<file path="src/rtl/bus_pkg.sv">
// bus_pkg: shared types and constants for the bus_interconnect block.
// Holds the transaction state enum, bus widths and the default error read data.
package bus_pkg;

  localparam int ADDR_W = 32;
  localparam int DATA_W = 32;

  localparam logic [DATA_W-1:0] ERR_RDATA_DEFAULT = 32'hDEAD_BEEF;

  typedef enum logic [1:0] {
    S_IDLE   = 2'd0,
    S_ACTIVE = 2'd1,
    S_ERROR  = 2'd2,
    S_DONE   = 2'd3
  } state_t;

endpackage

</file>
<file path="src/rtl/bus_interconnect_if.sv">
// bus_interconnect_if: picorv32 native memory bus on the CPU side plus the
// per-slave select/ready/read-data fan-out on the slave side.
//
// Handshake: the CPU raises mem_valid with mem_addr/mem_wstrb stable and holds
// them until mem_ready is seen high on a rising clk edge; mem_ready is a
// single-cycle completion pulse and mem_rdata is only meaningful (and is
// otherwise 0) while mem_ready is high. A slave completes its access by
// raising its slv_ready bit while its slv_sel bit is high; slv_ready bits of
// unselected slaves carry no meaning.
interface bus_interconnect_if #(
  parameter int NSLAVES = 8
);
  import bus_pkg::*;

  logic                        mem_valid;
  logic [ADDR_W-1:0]           mem_addr;
  logic [3:0]                  mem_wstrb;
  logic                        mem_ready;
  logic [DATA_W-1:0]           mem_rdata;
  logic [NSLAVES-1:0]          slv_sel;
  logic [NSLAVES-1:0]          slv_ready;
  logic [NSLAVES*DATA_W-1:0]   slv_rdata;

  // CPU plus slaves: everything the interconnect does not drive.
  modport master (
    output mem_valid, mem_addr, mem_wstrb, slv_ready, slv_rdata,
    input  mem_ready, mem_rdata, slv_sel
  );

  // The interconnect itself.
  modport slave (
    input  mem_valid, mem_addr, mem_wstrb, slv_ready, slv_rdata,
    output mem_ready, mem_rdata, slv_sel
  );

endinterface

</file>
<file path="src/rtl/bus_decoder.sv">
// bus_decoder: combinational base/mask region match of an address.
// Slave i matches when (addr & mask_i) == base_i; the lowest matching
// index wins when regions overlap.
module bus_decoder
  import bus_pkg::*;
#(
  parameter int                    NSLAVES  = 8,
  parameter int                    IDXW     = 3,
  parameter logic [NSLAVES*32-1:0] SLV_BASE = '0,
  parameter logic [NSLAVES*32-1:0] SLV_MASK = '0
) (
  input  logic [ADDR_W-1:0] addr,
  output logic              hit,
  output logic [IDXW-1:0]   index
);

  // Scan from the top down so the lowest matching index is the last writer.
  always_comb begin
    hit   = 1'b0;
    index = '0;
    for (int i = NSLAVES - 1; i >= 0; i--) begin
      if ((addr & SLV_MASK[i*32 +: 32]) == SLV_BASE[i*32 +: 32]) begin
        hit   = 1'b1;
        index = IDXW'(i);
      end
    end
  end

endmodule

</file>
<file path="src/rtl/bus_interconnect.sv">
// bus_interconnect: picorv32 memory bus to NSLAVES memory-mapped slaves.
// Registered IDLE/ACTIVE/ERROR/DONE transaction FSM, priority region decode,
// read-data mux and an error response for unmapped addresses.
// Optional feature macro: BUS_TIMEOUT_EN builds a watchdog that turns an
// ACTIVE access lasting TIMEOUT_CYCLES cycles into an error response.
module bus_interconnect
  import bus_pkg::*;
#(
  parameter int                    NSLAVES        = 8,
  parameter logic [NSLAVES*32-1:0] SLV_BASE       = '0,
  parameter logic [NSLAVES*32-1:0] SLV_MASK       = '0,
  parameter int                    TIMEOUT_CYCLES = 256,
  parameter logic [DATA_W-1:0]     ERR_RDATA      = ERR_RDATA_DEFAULT
) (
  input  logic               clk,
  input  logic               reset,
  bus_interconnect_if.slave  bus,
  output logic               err_irq,
  output logic [ADDR_W-1:0]  err_addr,
  output logic               err_write,
  output state_t             state
);

  localparam int IDXW = (NSLAVES > 1) ? $clog2(NSLAVES) : 1;

  state_t            state_q;
  state_t            state_d;
  logic [IDXW-1:0]   idx_q;
  logic              dec_hit;
  logic [IDXW-1:0]   dec_idx;
  logic              sel_ready;
  logic              tmo_hit;
  logic [NSLAVES-1:0] one_hot;

  assign state = state_q;

  bus_decoder #(
    .NSLAVES  (NSLAVES),
    .IDXW     (IDXW),
    .SLV_BASE (SLV_BASE),
    .SLV_MASK (SLV_MASK)
  ) u_decoder (
    .addr  (bus.mem_addr),
    .hit   (dec_hit),
    .index (dec_idx)
  );

  // Ready of the latched slave only; all other slave ready bits are ignored.
  assign sel_ready = bus.slv_ready[idx_q];

`ifdef BUS_TIMEOUT_EN
  logic [15:0] tmo_cnt;

  assign tmo_hit = (tmo_cnt == 16'(TIMEOUT_CYCLES - 1));

  // Watchdog: counts ACTIVE cycles without slave ready, zero outside ACTIVE.
  always_ff @(posedge clk or posedge reset) begin
    if (reset) begin
      tmo_cnt <= '0;
    end else if (state_q != S_ACTIVE) begin
      tmo_cnt <= '0;
    end else if (!sel_ready) begin
      tmo_cnt <= tmo_cnt + 16'd1;
    end
  end
`else
  assign tmo_hit = 1'b0;
`endif

  // One-hot decode of the latched slave index.
  always_comb begin
    one_hot        = '0;
    one_hot[idx_q] = 1'b1;
  end

  // State, latched slave index and error capture registers.
  always_ff @(posedge clk or posedge reset) begin
    if (reset) begin
      state_q   <= S_IDLE;
      idx_q     <= '0;
      err_addr  <= '0;
      err_write <= 1'b0;
    end else begin
      state_q <= state_d;
      if (state_q == S_IDLE && bus.mem_valid && dec_hit) begin
        idx_q <= dec_idx;
      end
      if (state_d == S_ERROR && state_q != S_ERROR) begin
        err_addr  <= bus.mem_addr;
        err_write <= |bus.mem_wstrb;
      end
    end
  end

  // Next state plus select, ready, read mux and error pulse.
  always_comb begin
    state_d       = state_q;
    bus.slv_sel   = '0;
    bus.mem_ready = 1'b0;
    bus.mem_rdata = '0;
    err_irq       = 1'b0;
    case (state_q)
      S_IDLE: begin
        if (bus.mem_valid) begin
          state_d = dec_hit ? S_ACTIVE : S_ERROR;
        end
      end
      S_ACTIVE: begin
        bus.slv_sel = one_hot;
        if (!bus.mem_valid) begin
          // CPU abandoned the request: finish quietly.
          state_d = S_DONE;
        end else if (sel_ready) begin
          // Slave ready takes priority over a simultaneous timeout.
          bus.mem_ready = 1'b1;
          bus.mem_rdata = bus.slv_rdata[int'(idx_q)*DATA_W +: DATA_W];
          state_d       = S_DONE;
        end else if (tmo_hit) begin
          state_d = S_ERROR;
        end
      end
      S_ERROR: begin
        bus.mem_ready = 1'b1;
        bus.mem_rdata = ERR_RDATA;
        err_irq       = 1'b1;
        state_d       = S_DONE;
      end
      S_DONE: begin
        state_d = S_IDLE;
      end
      default: begin
        state_d = S_IDLE;
      end
    endcase
  end

endmodule
</file>
<file path="src/flat_wrapper.sv">
// flat-port wrapper written by rule: the top's interface ports become plain ports
module bus_interconnect_flat import bus_pkg::*;
#(
  parameter int                    NSLAVES        = 8,
  parameter logic [NSLAVES*32-1:0] SLV_BASE       = '0,
  parameter logic [NSLAVES*32-1:0] SLV_MASK       = '0,
  parameter int                    TIMEOUT_CYCLES = 256,
  parameter logic [DATA_W-1:0]     ERR_RDATA      = ERR_RDATA_DEFAULT
)
  (clk, reset, err_irq, err_addr, err_write, state, bus_mem_valid, bus_mem_addr, bus_mem_wstrb, bus_slv_ready, bus_slv_rdata, bus_mem_ready, bus_mem_rdata, bus_slv_sel);
  bus_interconnect_if #(.NSLAVES(NSLAVES)) bus_i ();
  input  logic clk;
  input  logic reset;
  output logic err_irq;
  output logic [ADDR_W-1:0] err_addr;
  output logic err_write;
  output state_t state;
  input wire logic [$bits(bus_i.mem_valid)-1:0] bus_mem_valid;
  input wire logic [$bits(bus_i.mem_addr)-1:0] bus_mem_addr;
  input wire logic [$bits(bus_i.mem_wstrb)-1:0] bus_mem_wstrb;
  input wire logic [$bits(bus_i.slv_ready)-1:0] bus_slv_ready;
  input wire logic [$bits(bus_i.slv_rdata)-1:0] bus_slv_rdata;
  output wire logic [$bits(bus_i.mem_ready)-1:0] bus_mem_ready;
  output wire logic [$bits(bus_i.mem_rdata)-1:0] bus_mem_rdata;
  output wire logic [$bits(bus_i.slv_sel)-1:0] bus_slv_sel;
  assign bus_i.mem_valid = bus_mem_valid;
  assign bus_i.mem_addr = bus_mem_addr;
  assign bus_i.mem_wstrb = bus_mem_wstrb;
  assign bus_i.slv_ready = bus_slv_ready;
  assign bus_i.slv_rdata = bus_slv_rdata;
  assign bus_mem_ready = bus_i.mem_ready;
  assign bus_mem_rdata = bus_i.mem_rdata;
  assign bus_slv_sel = bus_i.slv_sel;
  bus_interconnect #(.NSLAVES(NSLAVES), .SLV_BASE(SLV_BASE), .SLV_MASK(SLV_MASK), .TIMEOUT_CYCLES(TIMEOUT_CYCLES), .ERR_RDATA(ERR_RDATA)) u_core (.clk(clk), .reset(reset), .bus(bus_i), .err_irq(err_irq), .err_addr(err_addr), .err_write(err_write), .state(state));
endmodule
</file>
<file path="config.mk">
export PLATFORM = sky130hd
export DESIGN_NAME = bus_interconnect_flat
export DESIGN_NICKNAME = d
export VERILOG_FILES = /design/src/rtl/bus_pkg.sv /design/src/rtl/bus_interconnect_if.sv /design/src/rtl/bus_decoder.sv /design/src/rtl/bus_interconnect.sv /design/src/flat_wrapper.sv
export SDC_FILE = /design/constraint.sdc
export NUM_CORES = 1
export LEC_CHECK = 0
export BUFFER_PORTS_ARGS = -buffer_cell sky130_fd_sc_hd__buf_2
export CORE_AREA = 3 3 146 148
export DETAILED_ROUTE_END_ITERATION = 16
export DIE_AREA = 0 0 149 151
export PLACE_DENSITY = 0.41
export RECOVER_POWER = 50
export SYNTH_ARGS = -nofsm -noshare
export SYNTH_HDL_FRONTEND = slang
export SYNTH_SLANG_ARGS = --single-unit
export TNS_END_PERCENT = 10
</file>
<file path="constraint.sdc">
create_clock -name clk -period 3.25 [get_ports clk]
set_input_delay 0.4875 -clock clk [delete_from_list [all_inputs] [get_ports clk]]
set_output_delay 0.4875 -clock clk [all_outputs]
set_load 0.01 [all_outputs]
</file>
# Word-level counts from Yosys, hierarchy flattened

Cells that the tools add are included.

Add/subtract/negate cells: 0
Multipliers: 0
Div/mod/pow operators: 0
Order comparisons: 0
Eq/ne operators: 5
Shift-type cells: 0
Multiplexer cells: 12
Bitwise operators: 0
Reduce and logical (&&, ||, !) cells: 3

Operator list:

| cell               | count |
|---|---|
| $mux 32            | 2 |
| $pmux 32 s2        | 1 |
| $pmux 2 s4         | 1 |
| $eq 2x2->1 const B | 3 |
| $mux 2             | 3 |
| $mux 1             | 4 |
| $reduce_or 4->1    | 1 |
| $eq 2x1->1 const B | 1 |
| $logic_not 2->1    | 1 |
| $ne 2x2->1 const B | 1 |
| $pmux 1 s2         | 1 |
| $logic_and 1x1->1  | 1 |

Register bits after elaboration: 35
Bits in latches: 0
Bits in writable memories: 0
ROM bits: 0
Input port bits: 303
Output and inout bits: 77
Word-level logic and storage cells: 23
Memories kept: 0

# Longest topological paths before layout

Word-level depth: 5
Gate-level depth with buffers: 8

# Hierarchy

Synthesis repeated with hierarchy kept, for this count alone.

Cell total of the unflattened synthesis: 438
Area total of the unflattened synthesis: 3945.0 um2

By module, submodules not included:

| module           | instances | cells an instance | area each (um2) |
|---|---|---|---|
| bus_interconnect | 1         | 432               | 3907.5 |
| bus_decoder      | 1         | 6                 | 37.5 |

# Worst setup path after synthesis

No wires, ideal clock.

Path kind: reg2out
Start point: register u_core.state_q[0], in the netlist u_core.state[0]
End point: output port bus_mem_rdata[0]
Arrival time: 1.599 ns
Data required time: 2.762 ns
Setup slack: 1.163 ns
Cell stages (with the launch flop): 8
Path buffers: 2
Cells stage by stage: dfrtp_1 -> inv_1 -> ha_1 -> and4_1 -> clkbuf_1 -> clkbuf_1 -> nand2_1 -> nand2_1

Cells in the longest elaborated chain, start to end: 2
Elaborated cells on any way between the ends: 3
Those cells by class: eq/ne (2); mux (1)

Ends and longest elaborated chain:

| what                                            | RTL line                | text |
|---|---|---|
| from (decl)                                     | bus_interconnect.sv:26  | `state_t state_q;` |
| from (signal assigned)                          | bus_interconnect.sv:84  | `state_q <= state_d;` |
| $eq 2x2->1 / $eq 2x1->1 (equally long branches) | bus_interconnect.sv:102 | `case (state_q)` |
| $pmux 32 s2 *                                   | bus_interconnect.sv:102 |  |
| to (decl)                                       | flat_wrapper.sv:24      | `output wire logic [$bits(bus_i.mem_rdata)-1:0] bus_mem_rdata;` |

Every way passes the cells marked *; elsewhere a longest branch is shown, timed or not.

# Final worst setup path

Same ends and word-level chain as after synthesis.

==> flow_summary.toml <==
[setup_path]
crit_family = "simple AND/OR/NAND/NOR gates"
critPathArrivalTime_ns = 2.03
critPathBufInv = 2
critPathSlowestCell = "nand2_1"
path_cells = "inv_1 > ha_1 > nand2_1 > nand2_1 > buf_2"
path_max_fanout = 24
endpoint_kind = "output port"
slowest_delay_ns = 0.57
crit_path_start_kind = "flip-flop"
crit_type = "reg -> out"
crit_top_cell = "nand2_1"
required_ns = 2.76

[pwr]
power_mw = 2.99
ir_drop_mv = 0.255
p_per_area_nw_per_um2 = 1010
p_leak_nw = 1.54

[placement]
numPlacedInstances = 564
place.gp.congestion = 0.728
hpwl_mm = 6.70
port-buffer-count = 141

[sta]
rsz0062_at_grt = "no"
slew_headroom_pct = -41.5
hold_viol_final = 0
fin_skew_ns = 0.0126
maxSlewViolCount = 36
worstMarginPinSlew_ns = 2.12
max_freq_mhz = 397
fin_setup_tns_ns = 0
fin_crit_sh_pct = 77.5
finalCriticalPeriod_ns = 2.52
finalSetupViolCount = 0

[clock_tree]
cts.htree.levels = 2
clockRootBuffer = "clkbuf_16"
cts_sinks = 35
postCtsResizedCells = 0
clk_pin_slew_ns = 0.07
clk_latency_ns = 0.28
postCtsSetupBuffers = 0
clk_path_buf_depth = 2
cts_tree = "done"
numCtsBuffers = 5
cts_hold_buf = 0

[min_path]
hp-class = "in -> reg"

[floorplan]
num_rows = 52
start_util_pct = 9.27
core_area_sq_um = 20200
ios = 380
dieWidth_microns = 149
fp.dieArea_sq_um = 22500
dieHeight_microns = 151

[grt]
antenna_found_initial = 4
use_met2_pct = 9.12
grt_max_degree = 36
grt_pass1_vias = 1668
met3_usage_pct = 5.36
overflow = 0
grt_util_all_layers_pct = 7.05
grt.met1_usage_pct = 9.25
top_usage_layer = "met1"
grt_first_pass_wirelength_mm = 11.3

[routing]
firstDrtPassIters = 4
routedWlPerCell_microns = 14.3
finalWirelength_mm = 8.18
first_iter_violations = 65
drtAntennaViolNets = 0
drc = 0
vias = 1673
routed_via_density = 2.92

[synth]
yosysWarnings = 0
ys_seq_area_share_pct = 46.9
synth_area_sq_um = 1870
yosysUniqueCellTypes = 21
synth-seq-cells = 35
synth_cells = 161
syn_area_per_cell_sq_um = 11.6

[finish]
layout-drive-gt1-share_pct = 50.7
final_cells = 573
finalCoreUtilization_pct = 14.6
final_cell_mix = "buf_2 (108), nand2_1 (49), dfrtp_1 (35), clkbuf_1 (34), mux2_4 (30)"
mostFrequentLayoutCell = "buf_2"
area_growth_pct = 57.9
n_fill_cell = 2337
fin_nets = 607

[run]
maxCapViolCount = 1

[run_status]
status = "finished with violations"
violations = "max-capacitance violations, max-slew violations"
worst paths after layout:
kind / slack (ns) / endpoint / start / cells past startpoint
max: 0.73 / bus_mem_rdata[0] / u_core.state[0]$_DFF_PP0_ / 5
max in group asynchronous: 1.05 / u_core.err_addr[14]$_DFFE_PP0P_ / reset / 3
min: 0.43 / u_core.err_addr[22]$_DFFE_PP0P_ / bus_mem_addr[22] / 2
max reg2reg: 1.06 / u_core.err_addr[27]$_DFFE_PP0P_ / u_core.state[0]$_DFF_PP0_ / 7
min in group asynchronous: 0.95 / u_core.err_addr[22]$_DFFE_PP0P_ / reset / 3
min reg2reg: 0.51 / u_core.err_addr[12]$_DFFE_PP0P_ / u_core.err_addr[12]$_DFFE_PP0P_ / 1
synth_stat cells, drive strengths merged:
cell	number	share of area [%]
inv	3	0.60
buf	11	6.4
o21a	1	0.40
and4	2	0.94
conb	1	0.20
ha	3	2.0
or4	1	0.40
nor2	4	0.94
and2	7	2.3
clkbuf	6	1.2
nor4bb	1	0.54
nand2	49	9.8
dfrtp	35	47
a21o	1	0.40
a21oi	2	0.74
mux2	33	26
o21ai	1	0.27
kinds of logic after synthesis:
logic type,synth area share [%]
fa+ha+maj,2.01
mux,25.9
other cells,0.201
compound gates,1.81
simple gates,15.0
buf+inv,8.23
flops,46.9
layout make-up:
cell class	instances	area [sq um]	area share [%]
Inverter	3	11.3	0.382
Tap cell	270	338	11.4
Clock inverter	2	16.3	0.551
Clock buffer	6	139	4.71
Antenna cell	1	2.50	0.0848
Timing Repair Buffer	144	696	23.6
Sequential cell	35	876	29.7
Multi-Input combinational cell	112	873	29.6
power breakdown:
group          internal [mW]  total (mW)  switching (mW)
sequential             0.667       0.794           0.127
combinational          0.821        1.68           0.858
clock                  0.307       0.515           0.208
total                   1.79        2.99            1.19
sequential cells by signal, indices dropped and copies added (netlist names):
register / cells
u_core.err_write: 1
u_core.err_addr: 32
u_core.state: 2
per-stage QoR:
stage | cell area (sq um) | hold slack [ns] | setup WS (ns)
after floorplan | 1890 | 0.551 | 1.16
after global placement | 2840 | 0.489 | 1.09
after detailed placement | 2840 | 0.493 | 0.978
after CTS | 3000 | 0.331 | 0.658
after global routing | 2950 | 0.424 | 0.492
final | 2950 | 0.428 | 0.732
metal layers:
layer | up-vias | share of wire, %
li1 | 791 | -
met5 | - | 0
met1 | 773 | 44
met4 | 0 | 0.80
met3 | 7 | 16
met2 | 102 | 39
No activity file was read; power rests on OpenSTA's default activity.
